### config.mk
export PLATFORM = sky130hd
export DESIGN_NAME = uart_mmio
export DESIGN_NICKNAME = d
export VERILOG_FILES = /design/src/rtl/uart_mmio_pkg.sv /design/src/rtl/uart_fifo.sv /design/src/rtl/uart_mmio.sv
export SDC_FILE = /design/constraint.sdc
export NUM_CORES = 1
export LEC_CHECK = 0
export CAP_MARGIN = 20
export CORE_MARGIN = 1.5
export CORE_UTILIZATION = 50
export CTS_BUF_LIST = sky130_fd_sc_hd__clkbuf_4
export DETAILED_ROUTE_END_ITERATION = 12
export GPL_ROUTABILITY_DRIVEN = 0
export PLACE_DENSITY = 0.7
export SYNTH_ARGS = -nofsm -noshare
export SYNTH_HDL_FRONTEND = slang
export SYNTH_SLANG_ARGS = --single-unit
### constraint.sdc
create_clock -name clk -period 3.7 [get_ports clk]
set_input_delay 0.37 -clock clk [delete_from_list [all_inputs] [get_ports clk]]
set_output_delay 0.37 -clock clk [all_outputs]
set_load 0.03 [all_outputs]
### src/rtl/uart_mmio_pkg.sv
// Shared definitions for the memory-mapped UART: register offsets,
// STATUS bit positions and the FSM state type used by both TX and RX.
package uart_mmio_pkg;

    localparam logic [3:0] OFS_RXDATA = 4'h0;
    localparam logic [3:0] OFS_TXDATA = 4'h4;
    localparam logic [3:0] OFS_STATUS = 4'h8;

    localparam int ST_RX_VALID = 0;
    localparam int ST_TX_READY = 1;
    localparam int ST_OVERRUN  = 2;
    localparam int ST_TX_BUSY  = 3;

    typedef enum logic [1:0] {
        IDLE  = 2'd0,
        START = 2'd1,
        DATA  = 2'd2,
        STOP  = 2'd3
    } uart_state_t;

endpackage

### src/rtl/uart_fifo.sv
// Byte FIFO with first-word fall-through output. Pointers carry one extra
// bit so full and empty can be told apart without a separate counter.
// A pop on an empty FIFO is ignored; a push on a full FIFO is only taken
// when a pop frees a slot in the same cycle.
module uart_fifo #(
    parameter int DEPTH = 16
) (
    input  logic       clk,
    input  logic       rst,
    input  logic       push,
    input  logic       pop,
    input  logic [7:0] din,
    output logic [7:0] dout,
    output logic       full,
    output logic       empty
);

    localparam int AW = $clog2(DEPTH);

    logic [AW:0] wr_ptr_q, wr_ptr_d;
    logic [AW:0] rd_ptr_q, rd_ptr_d;
    logic [7:0]  mem_q [DEPTH];
    logic [7:0]  mem_d [DEPTH];
    logic        do_push;
    logic        do_pop;

    assign empty = (wr_ptr_q == rd_ptr_q);
    assign full  = (wr_ptr_q[AW] != rd_ptr_q[AW]) &&
                   (wr_ptr_q[AW-1:0] == rd_ptr_q[AW-1:0]);
    assign dout  = mem_q[rd_ptr_q[AW-1:0]];

    // Qualify push/pop against the current fill state and advance pointers.
    always_comb begin
        do_pop   = pop && !empty;
        do_push  = push && (!full || do_pop);
        mem_d    = mem_q;
        wr_ptr_d = wr_ptr_q;
        rd_ptr_d = rd_ptr_q;
        if (do_push) begin
            mem_d[wr_ptr_q[AW-1:0]] = din;
            wr_ptr_d = wr_ptr_q + 1'b1;
        end
        if (do_pop) begin
            rd_ptr_d = rd_ptr_q + 1'b1;
        end
    end

    // Pointer registers; reset leaves the FIFO empty.
    always_ff @(posedge clk) begin
        if (rst) begin
            wr_ptr_q <= '0;
            rd_ptr_q <= '0;
        end else begin
            wr_ptr_q <= wr_ptr_d;
            rd_ptr_q <= rd_ptr_d;
        end
    end

    // Storage array; contents are don't-care while the FIFO is empty.
    always_ff @(posedge clk) begin
        mem_q <= mem_d;
    end

endmodule

### src/rtl/uart_mmio.sv
// Memory-mapped 8N1 UART on the core data port. Loads return registered
// data one cycle after the strobe so they can share the data-memory mux.
// Optional build macro: UART_LOOPBACK_EN feeds the RX synchronizer from
// the internal transmit line instead of the uart_rxd pin.
module uart_mmio
    import uart_mmio_pkg::*;
#(
    parameter int          CLK_PER_BIT = 868,
    parameter int          FIFO_DEPTH  = 16,
    parameter logic [31:0] MMIO_BASE   = 32'hFFFF_0000
) (
    input  logic        clk,
    input  logic        rst,
    input  logic        re,
    input  logic        we,
    input  logic [31:0] addr,
    input  logic [31:0] wdata,
    output logic [31:0] rdata,
    output logic        hit,
    input  logic        uart_rxd,
    output logic        uart_txd
);

    localparam int CW = $clog2(CLK_PER_BIT);
    localparam logic [CW-1:0] CNT_LAST = CW'(CLK_PER_BIT - 1);
    localparam logic [CW-1:0] CNT_HALF = CW'(CLK_PER_BIT / 2);
    localparam logic [CW-1:0] CNT_ONE  = CW'(1);

    // Bus side
    logic [3:0]  ofs;
    logic        rd_en, wr_en;
    logic [31:0] rdata_q, rdata_d;
    logic [31:0] status_word;
    logic        status_rd;
    logic        overrun_q, overrun_d;

    // FIFOs
    logic       tx_push, tx_pop, tx_full, tx_empty;
    logic [7:0] tx_dout;
    logic       rx_push, rx_pop, rx_full, rx_empty;
    logic [7:0] rx_dout;
    logic       rx_overflow;

    // Transmitter
    uart_state_t tx_state_q, tx_state_d;
    logic [CW-1:0] tx_cnt_q, tx_cnt_d;
    logic [2:0]  tx_bit_q, tx_bit_d;
    logic [7:0]  tx_shift_q, tx_shift_d;
    logic        txd_q, txd_d;

    // Receiver
    logic        rx_in;
    logic        rx_sync1_q, rx_sync1_d;
    logic        rx_sync2_q, rx_sync2_d;
    logic        rx_prev_q, rx_prev_d;
    uart_state_t rx_state_q, rx_state_d;
    logic [CW-1:0] rx_cnt_q, rx_cnt_d;
    logic [2:0]  rx_bit_q, rx_bit_d;
    logic [7:0]  rx_shift_q, rx_shift_d;

    logic unused_bits;

`ifdef UART_LOOPBACK_EN
    assign rx_in       = txd_q;
    assign unused_bits = ^{wdata[31:8], uart_rxd};
`else
    assign rx_in       = uart_rxd;
    assign unused_bits = ^wdata[31:8];
`endif

    assign hit      = (addr[31:4] == MMIO_BASE[31:4]);
    assign ofs      = addr[3:0];
    assign rd_en    = re && hit;
    assign wr_en    = we && hit;
    assign rdata    = rdata_q;
    assign uart_txd = txd_q;

    uart_fifo #(.DEPTH(FIFO_DEPTH)) u_tx_fifo (
        .clk   (clk),
        .rst   (rst),
        .push  (tx_push),
        .pop   (tx_pop),
        .din   (wdata[7:0]),
        .dout  (tx_dout),
        .full  (tx_full),
        .empty (tx_empty)
    );

    uart_fifo #(.DEPTH(FIFO_DEPTH)) u_rx_fifo (
        .clk   (clk),
        .rst   (rst),
        .push  (rx_push),
        .pop   (rx_pop),
        .din   (rx_shift_q),
        .dout  (rx_dout),
        .full  (rx_full),
        .empty (rx_empty)
    );

    // Assemble the STATUS word from live FIFO/FSM state and the sticky flag.
    always_comb begin
        status_word              = '0;
        status_word[ST_RX_VALID] = !rx_empty;
        status_word[ST_TX_READY] = !tx_full;
        status_word[ST_OVERRUN]  = overrun_q;
        status_word[ST_TX_BUSY]  = (tx_state_q != IDLE);
    end

    // Register decode: load data capture, RX pop, TX push and STATUS-read side effect.
    always_comb begin
        rdata_d   = rdata_q;
        rx_pop    = 1'b0;
        status_rd = 1'b0;
        tx_push   = wr_en && (ofs == OFS_TXDATA);
        if (rd_en) begin
            case (ofs)
                OFS_RXDATA: begin
                    rdata_d = rx_empty ? 32'd0 : {24'd0, rx_dout};
                    rx_pop  = 1'b1;
                end
                OFS_STATUS: begin
                    rdata_d   = status_word;
                    status_rd = 1'b1;
                end
                default: rdata_d = 32'd0;
            endcase
        end
    end

    // Sticky overrun: a dropped RX byte sets it, a STATUS read clears it, set wins.
    always_comb begin
        rx_overflow = rx_push && rx_full && !(rx_pop && !rx_empty);
        overrun_d   = overrun_q;
        if (status_rd) begin
            overrun_d = 1'b0;
        end
        if (rx_overflow) begin
            overrun_d = 1'b1;
        end
    end

    // TX next state: fetch from FIFO in IDLE, then start, 8 data bits LSB-first, stop.
    always_comb begin
        tx_state_d = tx_state_q;
        tx_cnt_d   = tx_cnt_q;
        tx_bit_d   = tx_bit_q;
        tx_shift_d = tx_shift_q;
        tx_pop     = 1'b0;
        case (tx_state_q)
            IDLE: begin
                if (!tx_empty) begin
                    tx_pop     = 1'b1;
                    tx_shift_d = tx_dout;
                    tx_cnt_d   = '0;
                    tx_bit_d   = '0;
                    tx_state_d = START;
                end
            end
            START: begin
                if (tx_cnt_q == CNT_LAST) begin
                    tx_cnt_d   = '0;
                    tx_state_d = DATA;
                end else begin
                    tx_cnt_d = tx_cnt_q + 1'b1;
                end
            end
            DATA: begin
                if (tx_cnt_q == CNT_LAST) begin
                    tx_cnt_d   = '0;
                    tx_shift_d = {1'b0, tx_shift_q[7:1]};
                    if (tx_bit_q == 3'd7) begin
                        tx_state_d = STOP;
                    end else begin
                        tx_bit_d = tx_bit_q + 1'b1;
                    end
                end else begin
                    tx_cnt_d = tx_cnt_q + 1'b1;
                end
            end
            STOP: begin
                if (tx_cnt_q == CNT_LAST) begin
                    tx_cnt_d   = '0;
                    tx_state_d = IDLE;
                end else begin
                    tx_cnt_d = tx_cnt_q + 1'b1;
                end
            end
            default: tx_state_d = IDLE;
        endcase
    end

    // Line level follows the current TX state one cycle later, so the pin is glitch-free.
    always_comb begin
        case (tx_state_q)
            START:   txd_d = 1'b0;
            DATA:    txd_d = tx_shift_q[0];
            default: txd_d = 1'b1;
        endcase
    end

    // RX next state: edge detect, mid-start check, mid-bit sampling, stop-bit validation.
    always_comb begin
        rx_sync1_d = rx_in;
        rx_sync2_d = rx_sync1_q;
        rx_prev_d  = rx_sync2_q;
        rx_state_d = rx_state_q;
        rx_cnt_d   = rx_cnt_q;
        rx_bit_d   = rx_bit_q;
        rx_shift_d = rx_shift_q;
        rx_push    = 1'b0;
        case (rx_state_q)
            IDLE: begin
                if (rx_prev_q && !rx_sync2_q) begin
                    rx_cnt_d   = CNT_ONE;
                    rx_state_d = START;
                end
            end
            START: begin
                if (rx_cnt_q == CNT_HALF) begin
                    rx_cnt_d = '0;
                    rx_bit_d = '0;
                    rx_state_d = rx_sync2_q ? IDLE : DATA;
                end else begin
                    rx_cnt_d = rx_cnt_q + 1'b1;
                end
            end
            DATA: begin
                if (rx_cnt_q == CNT_LAST) begin
                    rx_cnt_d   = '0;
                    rx_shift_d = {rx_sync2_q, rx_shift_q[7:1]};
                    if (rx_bit_q == 3'd7) begin
                        rx_state_d = STOP;
                    end else begin
                        rx_bit_d = rx_bit_q + 1'b1;
                    end
                end else begin
                    rx_cnt_d = rx_cnt_q + 1'b1;
                end
            end
            STOP: begin
                if (rx_cnt_q == CNT_LAST) begin
                    rx_cnt_d   = '0;
                    rx_push    = rx_sync2_q;
                    rx_state_d = IDLE;
                end else begin
                    rx_cnt_d = rx_cnt_q + 1'b1;
                end
            end
            default: rx_state_d = IDLE;
        endcase
    end

    // State registers; the line-facing flops reset to the idle-high level.
    always_ff @(posedge clk) begin
        if (rst) begin
            rdata_q    <= '0;
            overrun_q  <= 1'b0;
            tx_state_q <= IDLE;
            tx_cnt_q   <= '0;
            tx_bit_q   <= '0;
            tx_shift_q <= '0;
            txd_q      <= 1'b1;
            rx_sync1_q <= 1'b1;
            rx_sync2_q <= 1'b1;
            rx_prev_q  <= 1'b1;
            rx_state_q <= IDLE;
            rx_cnt_q   <= '0;
            rx_bit_q   <= '0;
            rx_shift_q <= '0;
        end else begin
            rdata_q    <= rdata_d;
            overrun_q  <= overrun_d;
            tx_state_q <= tx_state_d;
            tx_cnt_q   <= tx_cnt_d;
            tx_bit_q   <= tx_bit_d;
            tx_shift_q <= tx_shift_d;
            txd_q      <= txd_d;
            rx_sync1_q <= rx_sync1_d;
            rx_sync2_q <= rx_sync2_d;
            rx_prev_q  <= rx_prev_d;
            rx_state_q <= rx_state_d;
            rx_cnt_q   <= rx_cnt_d;
            rx_bit_q   <= rx_bit_d;
            rx_shift_q <= rx_shift_d;
        end
    end

endmodule

==> qor.tcl, run 1 <==
set qor(synth_largest_type_area_fraction) 0.542
set qor(met2RoutedLength_mm) 13.0
set qor(worst-endpoint-arrival_ns) 2.51
set qor(cts_resized) 0
set qor(synth.yosys.seq_area_share) 0.654
set qor(antenna_found_initial) 1
set qor(layout_min_cycle_time_ns) 2.88
set qor(track_usage) 0.203
set qor(p_int_mw) 5.99
set qor(maxSlewViolCount) 0
set qor(crit_path_start_kind) {input port}
set qor(whs_path_depth) 2
set qor(io_buffers) 54
set qor(floorplan.die.width_um) 171
set qor(status) {completed}
set qor(dr_wl_met3_mm) 2.15
set qor(synth_top_cells_by_area) {sky130_fd_sc_hd__edfxtp_1 (54%), sky130_fd_sc_hd__mux4_2 (11%), sky130_fd_sc_hd__dfxtp_1 (11%), sky130_fd_sc_hd__mux2i_1 (2.1%), sky130_fd_sc_hd__ha_1 (1.9%)}
set qor(worst-path-max-fanout) 9
set qor(layout.area.seq_sq_mm) 0.00927
set qor(finish.utilization) 0.583
set qor(critical_path.reg2reg.endpoint) {u_rx_fifo.mem_q[95]}
set qor(maxUsedRoutingLayer) {met4}
set qor(clock_power_frac) 0.383
set qor(fillers) 2129
set qor(regToRegSetupSlack_ns) 0.85
set qor(drive_gt1_frac) 0.241
set qor(wirelength_met1_mm) 13.0
set qor(combinationalPowerShare) 0.094
set qor(dr.pass1.iters) 5
set qor(level_count_of_the_clock_h_tree) 3
set qor(worst_hold_path.endpoint) {rx_shift_q[3]}
set qor(worst-endpoint-required_ns) 3.33
set qor(hold_viol_final) 0
set qor(rows) 61
set qor(die_h_um) 171
set qor(cts_buffers) 84
set qor(synthesis.area_per_instance_sq_um) 15.6
set qor(leakagePower_nw) 5.33
set qor(post-synth-top-count-cell) {sky130_fd_sc_hd__edfxtp_1}
set qor(flow.area_growth_from_synthesis_pct) 14.6
set qor(route.antenna.remaining_nets) 0
set qor(power_frac_seq) 0.523
set qor(multi_input_area_sq_mm) 0.00456
set qor(clock-sinks) 335
set qor(setup_repair_after_global_routing_missed_its_margin) {false}
set qor(die_area_sq_mm) 0.0294
set qor(synth_edf_count) 256
set qor(power_density_mw_per_mm2) 484
set qor(yosys-top-cells-count) {sky130_fd_sc_hd__edfxtp_1 (256), sky130_fd_sc_hd__dfxtp_1 (79), sky130_fd_sc_hd__mux4_2 (71)}
set qor(num_vias) 8321
set qor(synth_async_sr_flop_share) 0
set qor(worst_r2r_path_depth) 7
set qor(wire_length_of_the_first_global_routing_pass_mm) 44.7
set qor(clkSlewWorstSetupHoldPaths_ns) 0.07
set qor(cts.root.buffer_cell) {sky130_fd_sc_hd__clkbuf_4}
set qor(grt_overflow_total) 0
set qor(cap_viol_max_count) 0
set qor(synth.cell_area_sq_mm) 0.0142
set qor(clock_insertion_delay_worst_skew_ns) 0.71
set qor(power.share.switching) 0.238
set qor(end_kind) {output port}
set qor(route.detailed.drc) 0
set qor(holdCritStartpoint) {rst}
set qor(fin_crit_sh) 0.778
set qor(drt-wirelength-per-cell_um) 19.3
set qor(rr_startpoint) {rx_cnt_q[1]}
set qor(slew_headroom) 0.469
set qor(min-delay-path-class) {input port to flop}
set qor(synthesized_flop_and_latch_total) 335
set qor(synthFlopType) {sky130_fd_sc_hd__edfxtp_1}
set qor(detailedRoute.firstIterationViolations) 682
set qor(final.setup.tns_ns) 0
set qor(floorplan.core_area_sq_mm) 0.0279
set qor(cts_tree) {done}
set qor(setup_clock_skew_after_layout_ns) 0.0598
set qor(postCtsSetupRepairBufs) 0
set qor(fmax_ghz) 0.348
set qor(yosys_warnings) 0
set qor(cts-root-to-sink-buffers) 3
set qor(starting_utilization_of_the_core_area) 0.509
set qor(top_level_ports) 103
set qor(grt_start_max_net_pins) 47
set qor(transition_time_at_the_pin_with_the_least_slew_margin_ns) 0.796
set qor(detail_route.vias_per_cell) 5.63
set qor(synth.lib_cells_used.distinct) 66
set qor(vias_in_the_first_global_route) 8145
set qor(critPathKind) {input port to output port}
set qor(final_nets) 1129
set qor(switching_power_mw) 1.87
set qor(cts.hold.buffers_added) 0
set qor(vdd.ir_drop.worst_mv) 0.212
set qor(setup_viol) 0
set qor(dp.final_hpwl_mm) 18.2
set qor(detail_route.wirelength_mm) 28.5
set qor(postSynthCellCount) 911
set qor(yosys.area.top_type) {sky130_fd_sc_hd__edfxtp_1}
flip-flops by register name, indices dropped and copies added, names as in the netlist, named ones only:
name	cells
overrun_q	1
rdata	8
rx_bit_q	3
rx_cnt_q	10
rx_prev_d	1
rx_prev_q	1
rx_shift_q	8
rx_state_q	1
rx_sync1_q	1
tx_bit_q	3
tx_cnt_q	10
tx_shift_q	8
tx_state_q	2
u_rx_fifo.mem_q	128
u_rx_fifo.rd_ptr_q	5
u_rx_fifo.wr_ptr_q	5
u_tx_fifo.mem_q	128
u_tx_fifo.rd_ptr_q	5
u_tx_fifo.wr_ptr_q	5
uart_txd	1
worst max-delay path by stage:
| stage | start | to | slack, ns |
|---|---|---|---|
| detailed placement | addr[26] | u_rx_fifo.mem_q[124] | 0.50 |
| finish | addr[26] | hit | 0.82 |
| global route | rx_cnt_q[1] | u_rx_fifo.mem_q[95] | 0.67 |
| floorplan | addr[12] | u_rx_fifo.mem_q[100] | 0.83 |
| global placement | addr[25] | u_rx_fifo.mem_q[116] | 0.52 |
| CTS | addr[26] | hit | 0.81 |
worst max-delay path, stage by stage:
cell	delay, ns
sky130_fd_sc_hd__clkdlybuf4s50_1	0.48
sky130_fd_sc_hd__nand4b_1	0.08
sky130_fd_sc_hd__or4_1	0.73
sky130_fd_sc_hd__nor2_1	0.16
sky130_fd_sc_hd__clkdlybuf4s50_1	0.68
layer usage:
layer,vias up,global-route usage
met2,316,0.309
met1,4102,0.292
met5,-,0
met4,0,0.0683
met3,40,0.0449
li1,3863,-
power by group through the flow:
| stage | combinational (mW) | clock [mW] | sequential, mW |
|---|---|---|---|
| floorplan | 0.560 | 0 | 4.18 |
| global placement | 0.739 | 0 | 4.19 |
| detailed placement | 0.747 | 0 | 4.19 |
| CTS | 0.749 | 3.09 | 4.11 |
| finish | 0.737 | 3.01 | 4.11 |
| global route | 0.819 | 3.28 | 4.12 |
logic make-up after synthesis:
family / after synthesis / synth area share
AO/OA/AOI/OAI: 111 / 0.0543
flip-flops: 335 / 0.654
other: 1 / 0.000265
multiplexers: 111 / 0.142
adder cells (fa/ha/maj): 22 / 0.0194
AND/OR/NAND/NOR: 218 / 0.0856
buffers and inverters: 92 / 0.0316
XOR/XNOR: 21 / 0.0130
final cells by class:
cell class / instances / share of cell area
antenna: 1 / 0.000154
tap: 378 / 0.0291
inverter: 24 / 0.00555
clock inverter: 27 / 0.00924
multi-input combinational: 507 / 0.281
sequential: 335 / 0.571
clock buffer: 121 / 0.0559
timing repair buffer: 86 / 0.0485
stage by stage:
stage | setup slack (ns) | hold WS, ns | instances | area [sq um] | power [mW]
after floorplan | 0.829 | 0.389 | 934 | 14300 | 4.74
after global placement | 0.523 | 0.400 | 1330 | 15200 | 4.93
after detailed placement | 0.498 | 0.399 | 1330 | 15200 | 4.94
after CTS | 0.813 | 0.131 | 1478 | 16200 | 7.95
after global routing | 0.670 | 0.175 | 1479 | 16200 | 8.22
final | 0.823 | 0.181 | 1479 | 16200 | 7.86
cells in the final DEF, fill, tap and decap left out, types with 3 or more instances in the layout:
| cell type | netlist | layout |
|---|---|---|
| sky130_fd_sc_hd__and3_1 | 19 | 19 |
| sky130_fd_sc_hd__clkdlybuf4s50_1 | 0 | 53 |
| sky130_fd_sc_hd__mux4_2 | 71 | 71 |
| sky130_fd_sc_hd__dfxtp_1 | 79 | 77 |
| sky130_fd_sc_hd__nor2b_1 | 16 | 16 |
| sky130_fd_sc_hd__conb_1 | 1 | 24 |
| sky130_fd_sc_hd__xor2_1 | 3 | 3 |
| sky130_fd_sc_hd__clkbuf_4 | 0 | 121 |
| sky130_fd_sc_hd__a22oi_1 | 4 | 4 |
| sky130_fd_sc_hd__or3_1 | 10 | 10 |
| sky130_fd_sc_hd__o211ai_1 | 6 | 6 |
| sky130_fd_sc_hd__mux2_2 | 10 | 10 |
| sky130_fd_sc_hd__a21oi_1 | 32 | 32 |
| sky130_fd_sc_hd__nand4_1 | 12 | 12 |
| sky130_fd_sc_hd__nand2_1 | 29 | 29 |
| sky130_fd_sc_hd__a311oi_1 | 7 | 7 |
| sky130_fd_sc_hd__a31oi_1 | 6 | 6 |
| sky130_fd_sc_hd__clkinv_1 | 0 | 18 |
| sky130_fd_sc_hd__nand2b_1 | 12 | 12 |
| sky130_fd_sc_hd__buf_4 | 24 | 31 |
| sky130_fd_sc_hd__mux2i_1 | 30 | 30 |
| sky130_fd_sc_hd__or2_2 | 4 | 4 |
| sky130_fd_sc_hd__inv_1 | 24 | 24 |
| sky130_fd_sc_hd__xnor2_1 | 18 | 18 |
| sky130_fd_sc_hd__o31ai_1 | 3 | 3 |
| sky130_fd_sc_hd__a221o_1 | 7 | 7 |
| sky130_fd_sc_hd__nor4_1 | 7 | 5 |
| sky130_fd_sc_hd__o32ai_1 | 3 | 3 |
| sky130_fd_sc_hd__nor4_2 | 2 | 4 |
| sky130_fd_sc_hd__nand3_1 | 20 | 20 |
| sky130_fd_sc_hd__nor3_1 | 21 | 21 |
| sky130_fd_sc_hd__nor2_1 | 43 | 43 |
| sky130_fd_sc_hd__or4_1 | 5 | 5 |
| sky130_fd_sc_hd__a41oi_1 | 4 | 4 |
| sky130_fd_sc_hd__o21ai_0 | 17 | 17 |
| sky130_fd_sc_hd__ha_1 | 22 | 22 |
| sky130_fd_sc_hd__edfxtp_1 | 256 | 256 |
Power figures use the tool's default switching activity.
==> run 2, diff against run 1 <==
--- a/config.mk
+++ b/config.mk
@@ -11,7 +11,7 @@
 export CTS_BUF_LIST = sky130_fd_sc_hd__clkbuf_4
 export DETAILED_ROUTE_END_ITERATION = 12
 export GPL_ROUTABILITY_DRIVEN = 0
-export PLACE_DENSITY = 0.7
+export PLACE_DENSITY = 0.72
 export SYNTH_ARGS = -nofsm -noshare
 export SYNTH_HDL_FRONTEND = slang
 export SYNTH_SLANG_ARGS = --single-unit
==> constraint.sdc (replaced) <==
create_clock -name clk -period 2.6 [get_ports clk]
set_input_delay 0.26 -clock clk [delete_from_list [all_inputs] [get_ports clk]]
set_output_delay 0.26 -clock clk [all_outputs]
set_load 0.03 [all_outputs]
==> qor.tcl, run 2 (synthesis gave the netlist of run 1 again) <==
set qor(status) {completed}
set qor(slew_headroom) 0.464
set qor(flow.area_growth_from_synthesis_pct) 19.4
set qor(count_of_buffer_and_inverter_cells_on_the_critical_path) 1
set qor(cts.root.buffer_cell) {sky130_fd_sc_hd__clkbuf_4}
set qor(dp.final_hpwl_mm) 19.1
set qor(io_buffers) 54
set qor(finish.cell_count_without_fillers) 1535
set qor(vdd.ir_drop.worst_mv) 0.430
set qor(wire_length_of_the_first_global_routing_pass_mm) 45.6
set qor(transition_time_at_the_pin_with_the_least_slew_margin_ns) 0.798
set qor(whs_path_depth) 2
set qor(cts-root-to-sink-buffers) 3
set qor(timing.critical_path.slowest_cell_delay_ns) 0.55
set qor(postCtsSetupRepairBufs) 0
set qor(hold_viol_final) 0
set qor(detailedRoute.firstIterationViolations) 740
set qor(route.detailed.drc) 0
set qor(worst_hold_path.endpoint) {rx_sync1_q}
set qor(rows) 61
set qor(reg_top3) {u_rx_fifo.mem_q: 128 flops, u_tx_fifo.mem_q: 128 flops}
set qor(grt_overflow_total) 0
set qor(worst-endpoint-arrival_ns) 3.04
set qor(drt-wirelength-per-cell_um) 18.8
set qor(num_vias) 8514
set qor(clock-sinks) 335
set qor(worst-path-max-fanout) 5
set qor(level_count_of_the_clock_h_tree) 3
set qor(fmax_ghz) 0.405
set qor(cp_max_stage_cell) {sky130_fd_sc_hd__or4b_4}
set qor(die_h_um) 171
set qor(floorplan.core_area_sq_mm) 0.0279
set qor(dr.pass1.iters) 5
set qor(clock_insertion_delay_worst_skew_ns) 0.72
set qor(starting_utilization_of_the_core_area) 0.509
set qor(vias_in_the_first_global_route) 8587
set qor(fin_crit_sh) 0.950
set qor(cp_cell_sequence) {or3b_4, buf_4, nor4_2, or4b_4, a21oi_1, mux2_2}
set qor(detail_route.wirelength_mm) 28.8
set qor(setup_repair_after_global_routing_missed_its_margin) {false}
set qor(critical_path.reg2reg.endpoint) {u_rx_fifo.wr_ptr_q[4]}
set qor(cap_viol_max_count) 0
set qor(min-delay-path-class) {input port to flop}
set qor(critical_path.top_delay_family) {simple AND/OR/NAND/NOR gates}
set qor(regToRegSetupSlack_ns) 0.13
set qor(worstSetupStartpoint) {rx_cnt_q[8]}
set qor(end_kind) {flop}
set qor(antenna_found_initial) 1
set qor(final_cell_mix) {sky130_fd_sc_hd__edfxtp_1 (256), sky130_fd_sc_hd__clkbuf_4 (130), sky130_fd_sc_hd__dfxtp_1 (77)}
set qor(clkSlewWorstSetupHoldPaths_ns) 0.06
set qor(rr_startpoint) {rx_cnt_q[8]}
set qor(worst_r2r_path_depth) 6
set qor(finish.utilization) 0.608
set qor(holdCritStartpoint) {uart_rxd}
set qor(route.antenna.remaining_nets) 0
set qor(crit_path_start_kind) {flop}
set qor(mostFrequentLayoutCell) {sky130_fd_sc_hd__edfxtp_1}
set qor(cts_buffers) 84
set qor(track_usage) 0.204
set qor(cts_tree) {done}
set qor(floorplan.die.width_um) 171
set qor(maxSlewViolCount) 0
set qor(final_nets) 1178
set qor(critPathKind) {flop to flop}
set qor(top_level_ports) 103
set qor(setup_viol) 0
set qor(drive_gt1_frac) 0.289
set qor(worst-endpoint-required_ns) 3.17
set qor(die_area_sq_mm) 0.0294
set qor(detail_route.vias_per_cell) 5.55
set qor(leakagePower_nw) 5.68
set qor(setup_clock_skew_after_layout_ns) 0.0836
set qor(power_density_mw_per_mm2) 671
set qor(grt_start_max_net_pins) 56
set qor(layout_min_cycle_time_ns) 2.47
set qor(dpl.cell_count) 1378
## run 2: routing by layer
metal | share of wire | up-vias | track usage
met5 | 0 | - | 0
met4 | 0.012 | 0 | 0.0603
met3 | 0.057 | 36 | 0.0472
met2 | 0.49 | 249 | 0.337
met1 | 0.44 | 4265 | 0.271
li1 | - | 3964 | -
## run 2: cell type report
class	count	area (sq um)
multi-input cells	507	4620
well taps	378	473
flip-flops and latches	335	9270
inverters	24	90.1
fillers	2074	10900
clock buffers	130	976
diodes	1	2.50
clock inverters	25	129
repair buffers	135	1370
## run 2: worst max-delay path by stage
| stage | endpoint | slack (ns) | cells past startpoint |
|---|---|---|---|
| final | u_rx_fifo.wr_ptr_q[4] | 0.13 | 6 |
| after global routing | tx_shift_q[5] | 0.01 | 6 |
| after CTS | u_rx_fifo.mem_q[113] | 0.03 | 7 |
| after detailed placement | u_rx_fifo.mem_q[84] | -0.36 | 9 |
| after global placement | u_rx_fifo.mem_q[84] | -0.42 | 9 |
| after floorplan | u_rx_fifo.mem_q[100] | -0.25 | 5 |
## run 2: worst reg2reg max path, cell delays in order, from the launching register on
cell and delay (ns):
sky130_fd_sc_hd__dfxtp_1 0.34, sky130_fd_sc_hd__or3b_4 0.39, sky130_fd_sc_hd__buf_4 0.16, sky130_fd_sc_hd__nor4_2 0.37
sky130_fd_sc_hd__or4b_4 0.55, sky130_fd_sc_hd__a21oi_1 0.17, sky130_fd_sc_hd__mux2_2 0.34
## run 2: power breakdown
group	switching (mW)	internal [mW]	leakage [nW]
clock network	2.09	2.31	0.661
registers	0.0698	5.79	2.97
logic	0.579	0.528	2.04
total	2.74	8.63	5.68
## run 2: what timing repair did
action                                  CTS  global route
endpoints found under the hold margin     4             0
resized for setup                         2             3
hold buffers                              1             0
endpoints found under the setup margin   41            38
pin swaps                                 0             0
## run 2: metrics by stage
step | TNS [ns] | total power [mW] | instance area, sq um | setup slack (ns) | hold WS, ns
final | 0 | 11.4 | 16900 | 0.129 | 0.179
after global routing | 0 | 11.9 | 16900 | 0.0127 | 0.147
after floorplan | -10.24 | 6.75 | 14300 | -0.253 | 0.359
after global placement | -64.61 | 7.07 | 15800 | -0.421 | 0.403
after CTS | 0 | 11.5 | 16900 | 0.0296 | 0.137
after detailed placement | -66.44 | 7.09 | 15800 | -0.363 | 0.405
